### config.mk
export PLATFORM = sky130hd
export DESIGN_NAME = modo_monitor
export DESIGN_NICKNAME = d
export VERILOG_FILES = /design/src/rtl/modo_monitor.sv
export SDC_FILE = /design/constraint.sdc
export NUM_CORES = 1
export LEC_CHECK = 0
export BUFFER_PORTS_ARGS = -buffer_cell sky130_fd_sc_hd__buf_2
export CAP_MARGIN = 0
export CORE_ASPECT_RATIO = 1.2
export CORE_UTILIZATION = 59
export CTS_BUF_LIST = sky130_fd_sc_hd__clkbuf_2 sky130_fd_sc_hd__clkbuf_4 sky130_fd_sc_hd__clkbuf_8
export CTS_CLUSTER_SIZE = 10
export DETAILED_ROUTE_END_ITERATION = 6
export GPL_TIMING_DRIVEN = 0
export PLACE_DENSITY_LB_ADDON = 0.2
export SLEW_MARGIN = 20
export SYNTH_ARGS = -nofsm -noshare
export SYNTH_HDL_FRONTEND = slang
export SYNTH_SLANG_ARGS = --single-unit
### constraint.sdc
create_clock -name clk -period 4.9 [get_ports clk]
set_clock_uncertainty 0.1 [all_clocks]
set_input_delay 0.49 -clock clk [delete_from_list [all_inputs] [get_ports clk]]
set_output_delay 0.49 -clock clk [all_outputs]
set_load 0.01 [all_outputs]
### src/rtl/modo_monitor.sv
// modo_monitor: checks an external 4-bit modo counter against a cycle-by-cycle prediction.
// Define MODO_MON_RCO_CHK_EN to also compare rco (err_code bit 1); otherwise only q is checked.
module modo_monitor (
    input  logic       clk,
    input  logic       rst,
    input  logic       enable,
    input  logic [1:0] modo,
    input  logic [3:0] d,
    input  logic [3:0] q,
    input  logic       rco,
    input  logic       err_clr,
    output logic       err,
    output logic       err_q,
    output logic [1:0] err_code,
    output logic [7:0] wrap_cnt,
    output logic       synced
);
    typedef enum logic [1:0] {UNSYNC, RST_CHK, TRACK} state_t;
    state_t     state_q, state_d;
    logic [3:0] exp_val_q, exp_val_d, pred_val;
    logic       pulse_q, pulse_d, sticky_q, sticky_d;
    logic [1:0] code_q, code_d, miss;
    logic [7:0] wrap_q, wrap_d;
    logic       miss_rco;
    // Predictions use the observed q, so a mismatch resynchronises automatically.
    always_comb begin
        pred_val = !enable ? q :
                   modo == 2'd0 ? q + 4'd1 :
                   modo == 2'd1 ? q - 4'd1 :
                   modo == 2'd2 ? (q <= 4'd2 ? q + 4'd12 : q - 4'd3) : d;
    end
`ifdef MODO_MON_RCO_CHK_EN
    logic exp_rco_q, pred_rco;
    always_comb begin
        pred_rco = enable && (modo == 2'd0 ? q == 4'd15 :
                              modo == 2'd1 ? q == 4'd0 :
                              modo == 2'd2 ? q <= 4'd2 : 1'b0);
    end
    always_ff @(posedge clk) exp_rco_q <= rst ? 1'b0 : pred_rco;
    assign miss_rco = rco != exp_rco_q;
`else
    assign miss_rco = 1'b0;
`endif
    always_comb begin
        miss      = state_q == UNSYNC ? 2'b00 : {miss_rco, q != exp_val_q};
        state_d   = state_q == UNSYNC && !(enable && modo == 2'd3) ? UNSYNC : TRACK;
        exp_val_d = pred_val;
        pulse_d   = |miss;
        sticky_d  = |miss | (sticky_q & ~err_clr);
        code_d    = |miss ? miss : err_clr ? 2'b00 : code_q;
        wrap_d    = rco && wrap_q != 8'hff ? wrap_q + 8'd1 : wrap_q;
        if (rst) begin
            state_d   = modo == 2'd3 ? UNSYNC : RST_CHK;
            exp_val_d = modo == 2'd0 ? 4'd0 : 4'd15;
            pulse_d   = 1'b0;
            sticky_d  = 1'b0;
            code_d    = 2'b00;
            wrap_d    = 8'd0;
        end
    end
    always_ff @(posedge clk) begin
        state_q   <= state_d;
        exp_val_q <= exp_val_d;
        pulse_q   <= pulse_d;
        sticky_q  <= sticky_d;
        code_q    <= code_d;
        wrap_q    <= wrap_d;
    end
    assign err      = pulse_q;
    assign err_q    = sticky_q;
    assign err_code = code_q;
    assign wrap_cnt = wrap_q;
    assign synced   = state_q == TRACK || state_q == RST_CHK;
endmodule

==> results.ini <==
[run_status]
outcome=completed

[critical_path]
cp.arrival_ns=1.88
crit_type=in -> reg
cp-end-kind=register
required_ns=4.99
startpoint_type=input pin
crit_fanout=8

[clock_network]
post_cts_resized=0
h-tree-depth=1
cts-root-buf=clkbuf_4
clock_path_buffers=2
cts_sinks=17
holdBufCountCts=0
numCtsBuffers=3
post_cts.repair.setup_buffers=0
cts.reportedPaths.clkPinSlew_ns=0.10
cts_tree=yes
insertion_delay_ns=0.29

[pwr]
power.switching_mw=0.0889
p_clk_frac=0.254
combPwrFrac=0.238
cellPowerDensity_nw_per_um2=228
p_sw_frac=0.296
p_int_mw=0.211
max-vdd-ir-drop_mv=0.172
seqPwrFrac=0.508
p_leak_nw=0.603

[route]
drt_iter0_markers=11
wl_um=2370
drtAntennaViolNets=0
via_per_inst=5.93
drtPass1Iterations=4
num_vias=1049
drc=0
wl_per_cell_um=13.4

[floorplanning]
dieArea_um2=2130
start_util=0.627
io_pins=28
dieWidth_um=42.3
core_um2=1830
fp-row-count=17
dieHeight_um=50.3

[sta]
rsz0062_at_grt=false
clock.fmax_mhz=559
period_needed_ns=1.79
maxSlewViolCount=0
whs_ns=0.357
fin_tns_setup_ns=0
hold_viol=0
period_share=0.365
setup_viol=0

[global_routing]
antenna_found_initial=0
grt_pass1_vias=1011
grt_max_degree=11
grt-ovfl-total=0
grt.total_usage=0.244
grt_pass1_wl_um=4140

[synthesis]
synth.area.top_cells=dfxtp_1, ha_1, a21oi_1, xor2_1, inv_1
yosysTopAreaCell=dfxtp_1
ys_types=49
ys_seq_elements=17
synthFlopType=dfxtp_1
netlist_top_cells_count=dfxtp_1, inv_1, a21oi_1, nor2_1, ha_1
yosys.area.top_type_share=0.297
async_flop_share=0
syn_area_um2=1150
synth.most_common_cell=dfxtp_1
syn_area_per_cell_um2=8.83
ys_seq_area_frac=0.297
syn-instance-count=130
synth_edf_count=0
ys_warn_count=0
syn_nets=152

[finish]
diodes=0
fin_util=0.721
nFillCells=162
finalNetCount=181
area_growth_pct=14.9
drive_gt1_frac=0.259

[placed_design]
io_buffers=24
place.gp.congestion=0.844
dp_hpwl_um=1880

[job]
drv_cap=0

[worst_hold_path]
hp-class=in -> reg

worst paths after layout:
kind          startpoint           end  slack (ns)  cells past startpoint
max                 q[2]  exp_val_q[3]        3.11                      7
min                  rco   wrap_cnt[6]        0.36                      2
max reg2reg  wrap_cnt[0]   wrap_cnt[4]        3.38                      5
min reg2reg  err_code[0]   err_code[0]        0.37                      1
state kept, by name (all words and copies together), names as in the netlist:
name       count
err_q          1
err_code       1
err            1
wrap_cnt       8
exp_val_q      4
state_q        2
routing by layer:
layer,part of all wire,vias to the layer above,GRT usage
li1,-,527,-
met1,0.41,491,0.273
met2,0.53,29,0.459
met3,0.047,2,0.0468
met4,0.0072,0,0.0729
met5,0,-,0
worst max-delay path, stage by stage:
cell and delay [ns]:
buf_4 0.15, inv_1 0.10, ha_1 0.25, a21bo_2 0.26, a21boi_0 0.19, a311oi_1 0.08
o311a_1 0.35
stage by stage:
step | cells | setup slack (ns) | cell area, um^2 | total power, mW
CTS | 177 | 3.12 | 1320 | 0.304
global placement | 173 | 2.87 | 1290 | 0.224
finish | 177 | 3.11 | 1320 | 0.300
floorplan | 130 | 2.97 | 1150 | 0.204
detailed placement | 173 | 2.80 | 1290 | 0.227
global route | 177 | 3.03 | 1320 | 0.316
area by class of cell:
cell class	instances	area, um^2	area share
Buffer	7	63.8	0.0484
Clock buffer	3	22.5	0.0171
Clock inverter	1	5.00	0.00380
Inverter	10	37.5	0.0285
Multi-Input combinational cell	96	706	0.535
Sequential cell	17	340	0.258
Tap cell	19	23.8	0.0180
Timing Repair Buffer	24	120	0.0911
power by group through the flow:
stage | Combinational, mW | Sequential (mW) | Clock [mW]
after CTS | 0.0718 | 0.153 | 0.0790
after global routing | 0.0793 | 0.154 | 0.0832
after floorplan | 0.0463 | 0.158 | 0
final | 0.0715 | 0.153 | 0.0761
after detailed placement | 0.0715 | 0.156 | 0
after global placement | 0.0688 | 0.155 | 0
placed cells by master (no fill, tap or decap), drive strengths merged, types with 2 or more instances in the layout:
master	count
ha	7
xor2	5
a21o	3
a311oi	3
dfxtp	17
nand3	4
o21ai	5
buf	29
clkbuf	5
nor2	9
inv	10
a21oi	9
nand2b	2
nand2	6
or3	3
o211ai	2
xnor2	3
nand4	3
a21boi	3
mux2i	3
o22ai	2
nor3	3
o31ai	2
kinds of logic after synthesis:
logic type | Yosys count | share of synthesized area
flip-flops | 17 | 0.297
multiplexers | 3 | 0.0262
buffers and inverters | 17 | 0.0883
AO/OA/AOI/OAI | 40 | 0.257
adder cells (fa/ha/maj) | 7 | 0.0763
AND/OR/NAND/NOR | 37 | 0.191
XOR/XNOR | 8 | 0.0611
other | 1 | 0.00327
No activity file was read; power rests on OpenSTA's default activity.
